[src/rtl/bus_receiver.sv]
// Serial frame receiver for the one-wire node bus: deframes start/addr/mod/data/crc/stop,
// filters on node address, checks CRC-4 and strobes the accepted payload.
module bus_receiver #(
    parameter int          ADDR_W = 4,
    parameter int          DATA_W = 64,
    parameter logic [3:0]  BCAST  = 4'hF
) (
    input  logic              clock,
    input  logic              reset,
    input  logic              bus,
    input  logic [ADDR_W-1:0] my_addr,
    output logic [DATA_W-1:0] rx_data,
    output logic [1:0]        rx_mod,
    output logic              rx_valid,
    output logic              crc_err,
    output logic              frame_err,
    output logic              busy
);

    localparam int SH_W = ADDR_W + 2 + DATA_W;

    localparam logic [2:0] S_IDLE = 3'd0;
    localparam logic [2:0] S_ADDR = 3'd1;
    localparam logic [2:0] S_MOD  = 3'd2;
    localparam logic [2:0] S_DATA = 3'd3;
    localparam logic [2:0] S_CRC  = 3'd4;
    localparam logic [2:0] S_STOP = 3'd5;

    localparam logic [6:0] LAST_ADDR = 7'(ADDR_W - 1);
    localparam logic [6:0] LAST_MOD  = 7'(ADDR_W + 1);
    localparam logic [6:0] LAST_DATA = 7'(SH_W - 1);
    localparam logic [6:0] LAST_CRC  = 7'(SH_W + 3);

    logic [2:0]        state;
    logic [6:0]        cnt;
    logic [3:0]        crc;
    logic [3:0]        crc_rx;
    logic [SH_W-1:0]   shreg;
    logic [ADDR_W-1:0] my_addr_q;
    logic              sbit;
    logic              addr_hit;

    function automatic logic [3:0] crc4_next(input logic [3:0] c, input logic b);
        logic fb;
        fb = c[3] ^ b;
        return {c[2:0], 1'b0} ^ (fb ? 4'b0011 : 4'b0000);
    endfunction

    function automatic logic addr_match(input logic [ADDR_W-1:0] a, input logic [ADDR_W-1:0] mine);
        return (a == mine) || (a == ADDR_W'(BCAST));
    endfunction

    // Anything that is not a clean 1 (0, X, Z) reads as the idle level
    assign sbit = (bus === 1'b1);

    // my_addr is latched at the start bit, so checking the captured address at STOP
    // gives the same answer as checking it right after the last address bit.
    assign addr_hit = addr_match(shreg[SH_W-1 -: ADDR_W], my_addr_q);

    always_ff @(posedge clock or posedge reset) begin
        if (reset) begin
            state     <= S_IDLE;
            cnt       <= '0;
            crc       <= '0;
            my_addr_q <= '0;
            rx_data   <= '0;
            rx_mod    <= '0;
            rx_valid  <= 1'b0;
            crc_err   <= 1'b0;
            frame_err <= 1'b0;
            busy      <= 1'b0;
        end else begin
            rx_valid  <= 1'b0;
            crc_err   <= 1'b0;
            frame_err <= 1'b0;
            case (state)
                S_IDLE: begin
                    if (sbit) begin
                        state     <= S_ADDR;
                        cnt       <= '0;
                        crc       <= '0;
                        my_addr_q <= my_addr;
                        busy      <= 1'b1;
                    end
                end
                S_ADDR: begin
                    crc <= crc4_next(crc, sbit);
                    cnt <= cnt + 7'd1;
                    if (cnt == LAST_ADDR) state <= S_MOD;
                end
                S_MOD: begin
                    crc <= crc4_next(crc, sbit);
                    cnt <= cnt + 7'd1;
                    if (cnt == LAST_MOD) state <= S_DATA;
                end
                S_DATA: begin
                    crc <= crc4_next(crc, sbit);
                    cnt <= cnt + 7'd1;
                    if (cnt == LAST_DATA) state <= S_CRC;
                end
                S_CRC: begin
                    cnt <= cnt + 7'd1;
                    if (cnt == LAST_CRC) state <= S_STOP;
                end
                S_STOP: begin
                    // The stop sample is consumed here and never treated as a start bit
                    state <= S_IDLE;
                    busy  <= 1'b0;
                    if (addr_hit) begin
                        if (sbit) begin
                            frame_err <= 1'b1;
                        end else if (crc_rx == crc) begin
                            rx_valid <= 1'b1;
                            rx_data  <= shreg[DATA_W-1:0];
                            rx_mod   <= shreg[DATA_W+1:DATA_W];
                        end else begin
                            crc_err <= 1'b1;
                        end
                    end
                end
                default: begin
                    state <= S_IDLE;
                    busy  <= 1'b0;
                end
            endcase
        end
    end

    // Field capture registers carry data only and need no reset
    always_ff @(posedge clock) begin
        if (state == S_ADDR || state == S_MOD || state == S_DATA)
            shreg <= {shreg[SH_W-2:0], sbit};
        if (state == S_CRC)
            crc_rx <= {crc_rx[2:0], sbit};
    end

endmodule

[config.mk]
export PLATFORM = sky130hd
export DESIGN_NAME = bus_receiver
export DESIGN_NICKNAME = d
export VERILOG_FILES = /design/src/rtl/bus_receiver.sv
export SDC_FILE = /design/constraint.sdc
export NUM_CORES = 1
export LEC_CHECK = 0
export BUFFER_PORTS_ARGS = -buffer_cell sky130_fd_sc_hd__buf_2
export CORE_MARGIN = 4
export CORE_UTILIZATION = 45
export CTS_BUF_LIST = sky130_fd_sc_hd__clkbuf_8
export CTS_CLUSTER_DIAMETER = 150
export CTS_CLUSTER_SIZE = 40
export DETAILED_ROUTE_END_ITERATION = 6
export MAX_ROUTING_LAYER = met4
export PLACE_DENSITY = 0.62
export SYNTH_ARGS = -nofsm -noshare
export SYNTH_HDL_FRONTEND = slang
export SYNTH_SLANG_ARGS = --single-unit
export TNS_END_PERCENT = 100
[constraint.sdc]
create_clock -name clock -period 9.18 [get_ports clock]
set_input_delay 0.459 -clock clock [delete_from_list [all_inputs] [get_ports clock]]
set_output_delay 0.459 -clock clock [all_outputs]
set_load 0.02 [all_outputs]
==> results of run 1 <==
-- critical path, stage by stage (launching register included) --
cell and delay, ns:
dfrtp_1 0.80, nor2b_1 0.30, nand2_1 0.12, nor4b_4 0.26, buf_4 0.69, mux2_2 0.41
-- layout by cell type (no fill, tap or decap), types with 3 or more instances in the layout --
cell type / count
nor2_1: 13
nor4_1: 3
a211oi_1: 3
buf_2: 76
edfxtp_1: 74
xnor2_1: 9
dfrtp_1: 88
xor2_1: 4
mux2_2: 30
o21ai_0: 9
inv_1: 6
nor3b_1: 3
buf_4: 3
nand2_1: 12
a21oi_1: 8
clkbuf_8: 24
nor3_1: 3
mux2_1: 40
clkinv_2: 3
nand4_1: 3
-- power breakdown --
part	leakage [nW]	switching (mW)	internal, mW
Combinational	1.11	0.0954	0.0892
Clock	0.203	0.234	0.233
Sequential	1.97	0.139	1.00
-- sequential cells by signal (all words and copies together), names as in the netlist, 2 cells and up --
| name | count |
|---|---|
| shreg | 70 |
| rx_data | 64 |
| cnt | 7 |
| crc | 4 |
| crc_rx | 4 |
| my_addr_q | 4 |
| state | 3 |
| rx_mod | 2 |
-- cells in the mapped netlist (2+ instances only) --
master	count	area share, %
a211oi_1	3	0.38
a21oi_1	8	0.67
a31oi_1	2	0.21
a41o_1	2	0.33
and2_1	2	0.21
and3b_1	2	0.29
buf_2	2	0.17
buf_6	4	0.75
clkbuf_1	9	0.56
dfrtp_1	88	37
edfxtp_1	74	37
ha_1	2	0.42
inv_1	3	0.19
mux2_1	40	7.5
mux2_2	30	5.6
mux2i_1	2	0.33
nand2_1	12	0.75
nand3_1	2	0.17
nand3b_1	2	0.25
nand4_1	3	0.31
nor2_1	14	0.88
nor2b_1	2	0.21
nor3_1	3	0.25
nor3b_1	3	0.38
nor4_1	3	0.31
o21ai_0	9	0.75
o31ai_1	2	0.25
xnor2_1	9	1.3
xor2_1	4	0.58
-- final cells by class --
type	count	area (um2)	share of cell area [%]
multi-input cells	173	1470	21.3
inverters	3	12.5	0.182
well taps	172	215	3.12
flip-flops and latches	162	4420	64.2
clock buffers	24	330	4.80
repair buffers	79	403	5.85
clock inverters	8	36.3	0.527
-- layer usage --
layer / part of all wire [%] / vias to the layer above
met4: 1.2 / 0
met1: 48 / 1638
li1: - / 1470
met5: 0 / -
met3: 5.2 / 12
met2: 45 / 68
-- kinds of logic (layout without fill, tap and decap cells) --
kind of cell,after synthesis,after routing,share of synthesized area [%]
flops,162,162,73.9
mux,72,72,13.5
simple gates,54,54,5.03
compound gates,32,32,3.51
buf+inv,19,114,1.80
xor+xnor,13,13,1.90
fa+ha+maj,2,2,0.418
-- metrics by stage --
step	cells	utilization, %
3_3_place_gp	589	50.8
2_1_floorplan	354	-
6_report	621	53.7
5_1_grt	621	53.7
4_1_cts	621	53.7
3_5_place_dp	589	50.8
-- how the worst min path moves through the flow --
| stage | start | to | slack, ns | cells past startpoint |
|---|---|---|---|---|
| after floorplan | shreg[9] | shreg[10] | 0.42 | 0 |
| after global placement | shreg[16] | shreg[17] | 0.42 | 0 |
| after detailed placement | shreg[6] | shreg[7] | 0.43 | 0 |
| after CTS | reset | rx_data[7] | 0.03 | 2 |
| after global routing | reset | rx_data[14] | 0.05 | 2 |
| final | reset | rx_data[7] | 0.05 | 2 |
==> results.toml, run 1 <==
[floorplan]
die_w_um = 123
die_h_um = 123
initial_core_util_pct = 46.7
rows = 41
core_area_um2 = 12800
dieArea_um2 = 15200
pin_count = 77

[routing]
first_pass_iters = 4
wl_per_cell_um = 16.2
wirelength_um = 10100
ant_nets = 0
initialDrtViolationCount = 239
viasPerCell = 5.13
vias = 3188
drc = 0

[global_routing]
grt_max_degree = 74
first_global_vias = 3259
gr-usage-all-layers_pct = 14.9
grt_use_met3_pct = 4.44
grt_first_pass_wirelength_um = 16600
gr-max-usage-layer = "met2"
met1_usage_pct = 20.2
gr-usage-met2_pct = 21.0
antenna_found_initial = 0
grt.overflow.total = 0

[sta]
grt_setup_unrepaired = "false"
fin_skew_ns = 0.00780
post-route-min-period_ns = 2.79
fin_hold_ws_ns = 0.0465
fin_ws_ns = 6.39
slew_viol_final = 0
tightest_slew_ns = 0.961
slew_headroom_pct = 35.9
min_period_over_period_pct = 30.4
fmax_mhz = 358
setup_viol = 0
hold_viol_final = 0
tns_ns = 0

[pwr]
power_leakage_nw = 3.28
total_power_mw = 1.79
power_density_nw_per_um2 = 261
ir_drop_mv = 0.142

[setup_path]
reg2reg_slack_ns = 6.39
arrival_ns = 3.11
r2r_end = "rx_data[12]"
worstSetupStartpointType = "flip-flop"
r2r_cells = 5
crit_type = "reg -> reg"
cp-endpoint = "rx_data[12]"
worstSetupStartpoint = "state[2]"
end_kind = "flip-flop"
cp_max_fo = 66
required_ns = 9.50
r2r-start = "state[2]"

[final_layout]
fin_nets = 445
syn2layout_area_growth_pct = 15.0
fillers = 1107
layout-drive-gt1-share_pct = 31.6
diodes = 0
final_design_area_no_fill_um2 = 6890

[placement]
place_area_um2 = 6520
io_buffers = 76
gp_congestion = 0.801
dpl.hpwl_um = 6190
dpl_worst_slack_ns = 6.39

[clock_network]
clk_pin_slew_worst_paths_ns = 0.08
cts_tree = "yes"
cts_hold_buf = 0
root_buffer = "clkbuf_8"
clkLatencyLatePin_ns = 0.43
post_cts_buffers = 0
numCtsBuffers = 17
clock-sinks = 162
htreeDepth = 4
clk_path_buf_depth = 2
post_cts_resize_count = 0

[outcome]
status = "finished, final reports clean"

[yosys]
synth-seq-cells = 162
synth_cell_types = 42
synthArstFlopShare_pct = 54.3
avgSynthCellArea_um2 = 16.9
synth_warnings = 0
synthesis.nets = 363
yosysSeqAreaShare_pct = 73.9
synthCells = 354
synth-edff-count = 74
synth-main-ff-cell = "dfrtp_1"
synthesis.area_um2 = 5990

[worst_hold_path]
hold_class = "in -> async"

[job]
cap_violations = 0
Note: power is estimated with default switching activity, not from simulation.
==> inputs of run 2 (changes only) <==
Settings changed: ABC_AREA set to 1, PLACE_DENSITY 0.62 to 0.61.
Clock period 9.18 ns to 2.9 ns, I/O delays scaled along.
==> results.toml, run 2 <==
[clock_network]
post_cts_resize_count = 0
cts_tree = "yes"
post_cts_buffers = 0
clk_path_buf_depth = 2
clock-sinks = 162
cts_hold_buf = 5
root_buffer = "clkbuf_8"
clkLatencyLatePin_ns = 0.45
numCtsBuffers = 17
clk_pin_slew_worst_paths_ns = 0.08
htreeDepth = 4

[yosys]
synth-seq-cells = 162
synth-main-ff-cell = "dfrtp_1"
synth_top_area_share_pct = 36.1
synth-edff-count = 74
ys_top_cells_by_area = "edfxtp_1 (36%), dfrtp_1 (36%), nand2_1 (11%), nand4_1 (6.9%), inv_1 (1.8%)"
synthCells = 531
yosysTopAreaCell = "edfxtp_1"
yosysSeqAreaShare_pct = 71.9
synth_top_family_by_area = "simple AND/OR/NAND/NOR gates"
synth_adder_area_share_pct = 0.407
synth_common_cells = "nand2_1 (183), dfrtp_1 (88), edfxtp_1 (74)"
synthesis.area_um2 = 6160
synth.most_common_cell = "nand2_1"
synthMuxAreaShare_pct = 0
yosys.area_share.xor_xnor_pct = 1.42
synth_compound_area_share_pct = 1.46
synthesis.nets = 540
synth_simple_gate_area_share_pct = 20.6
synth_cell_types = 22
synthArstFlopShare_pct = 54.3
avgSynthCellArea_um2 = 11.6
synth_warnings = 0

[routing]
vias = 4085
ant_nets = 0
initialDrtViolationCount = 303
viasPerCell = 5.12
wl_per_cell_um = 15.1
wirelength_um = 12100
drc = 0
first_pass_iters = 5

[setup_path]
r2r-start = "state[1]"
arrival_ns = 2.17
crit_type = "reg -> reg"
end_kind = "flip-flop"
required_ns = 3.21
worstSetupStartpoint = "state[1]"
r2r_cells = 7
cp_max_fo = 28
worstSetupStartpointType = "flip-flop"

[floorplan]
die_h_um = 125
core_area_um2 = 13300
pin_count = 77
die_w_um = 125
dieArea_um2 = 15600
initial_core_util_pct = 46.3
rows = 42

[pwr]
ir_drop_mv = 0.622
power_density_nw_per_um2 = 1060
total_power_mw = 7.53
power_leakage_nw = 3.45

[final_layout]
layout-drive-gt1-share_pct = 18.5
regMostFlops = "shreg"
mostFrequentLayoutCells = "nand2_1 (183), dfrtp_1 (88), buf_2 (76), edfxtp_1 (74), nand4_1 (68)"
largest_reg_flops = 70
multi_input_area_um2 = 1480
fin_nets = 618
syn2layout_area_growth_pct = 15.9
regArea_um2 = 4420
fillers = 1172
layout.cells.most_common = "nand2_1"
diodes = 0
final_design_area_no_fill_um2 = 7130
layout.cells.non_filler = 798
top_regs = "shreg x70, rx_data x64, cnt x7"

[placement]
dp_cells = 761
gp_congestion = 0.803
dpl.hpwl_um = 7120
place_area_um2 = 6670
io_buffers = 76

[global_routing]
grt.overflow.total = 0
grt_max_degree = 89
grt_first_pass_wirelength_um = 20300
gr-usage-all-layers_pct = 16.6
first_global_vias = 4085
antenna_found_initial = 0

[sta]
grt_setup_unrepaired = "false"
tightest_slew_ns = 1.09
fin_hold_ws_ns = -0.0314
setup_viol = 0
hold_viol_final = 43
post-route-min-period_ns = 1.86
fmax_mhz = 539
slew_viol_final = 0
tns_ns = 0
fin_skew_ns = 0.00959
slew_headroom_pct = 27.3
min_period_over_period_pct = 64.0

[job]
cap_violations = 0

[worst_hold_path]
hold_class = "in -> async"

[outcome]
violations = "negative hold slack"
status = "finished with violations"
[run 2: cell count changes after synthesis, sizes merged, moves of 3 or more]
cell	before	now
a211oi	3	0
nand3	2	12
mux2	70	0
o22ai	0	6
inv	3	29
a21oi	8	1
nand4	3	68
nor4	3	0
buf	7	18
nand2	12	184
xnor2	9	5
nor3b	3	0
[run 2: logic make-up after synthesis]
kind of cell / count (synthesis)
AOI/OAI and AO/OA: 16
xor gates and xnor gates: 10
adders and majority gates: 2
buffers and inverters: 57
DFF: 162
and+or+nand+nor: 284
[run 2: per-stage QoR]
stage / hold WS [ns] / setup WS (ns) / utilization, %
3_3_place_gp: 0.356 / 1.14 / 50.1
4_1_cts: 0.00264 / 1.04 / 53.6
5_1_grt: 0.0717 / 0.843 / 53.6
6_report: -0.0314 / 1.04 / 53.6
3_5_place_dp: 0.368 / 1.05 / 50.1
2_1_floorplan: 0.244 / 0.120 / -
[run 2: layout make-up]
cell class | count | share of cell area (%)
Tap cell | 176 | 3.09
Clock inverter | 14 | 2.37
Sequential cell | 162 | 62.0
Inverter | 29 | 1.56
Clock buffer | 18 | 3.47
Multi-Input combinational cell | 312 | 20.8
Timing Repair Buffer | 87 | 6.67
[run 2: path summary, 6_finish.rpt]
path / slack [ns] / end
setup / recovery: 1.04 / cnt[5]
setup reg to reg: 1.04 / cnt[5]
hold reg to reg: 0.45 / shreg[57]
max in group asynchronous: 2.22 / rx_data[52]
hold / removal: -0.03 / busy
min in group clock: 0.44 / my_addr_q[0]
[run 2: routing by layer]
metal	vias to the layer above	part of all wire (%)	GRT usage, %
li1	1973	-	-
met1	2008	47	21.3
met2	95	47	25.8
met3	9	5.2	5.25
met4	0	0.95	4.78
met5	-	0	-
[run 2: report_power, final]
part           internal [mW]  switching, mW
combinational          0.542           1.35
clock                  0.940          0.783
sequential              3.45          0.463
[run 2: critical path: stages, from the launching register on]
cell     delay [ns]
dfrtp_1        0.42
inv_1          0.12
nand2_1        0.11
nand2_1        0.20
inv_2          0.06
buf_4          0.24
nor2_1         0.38
o21ai_0        0.17
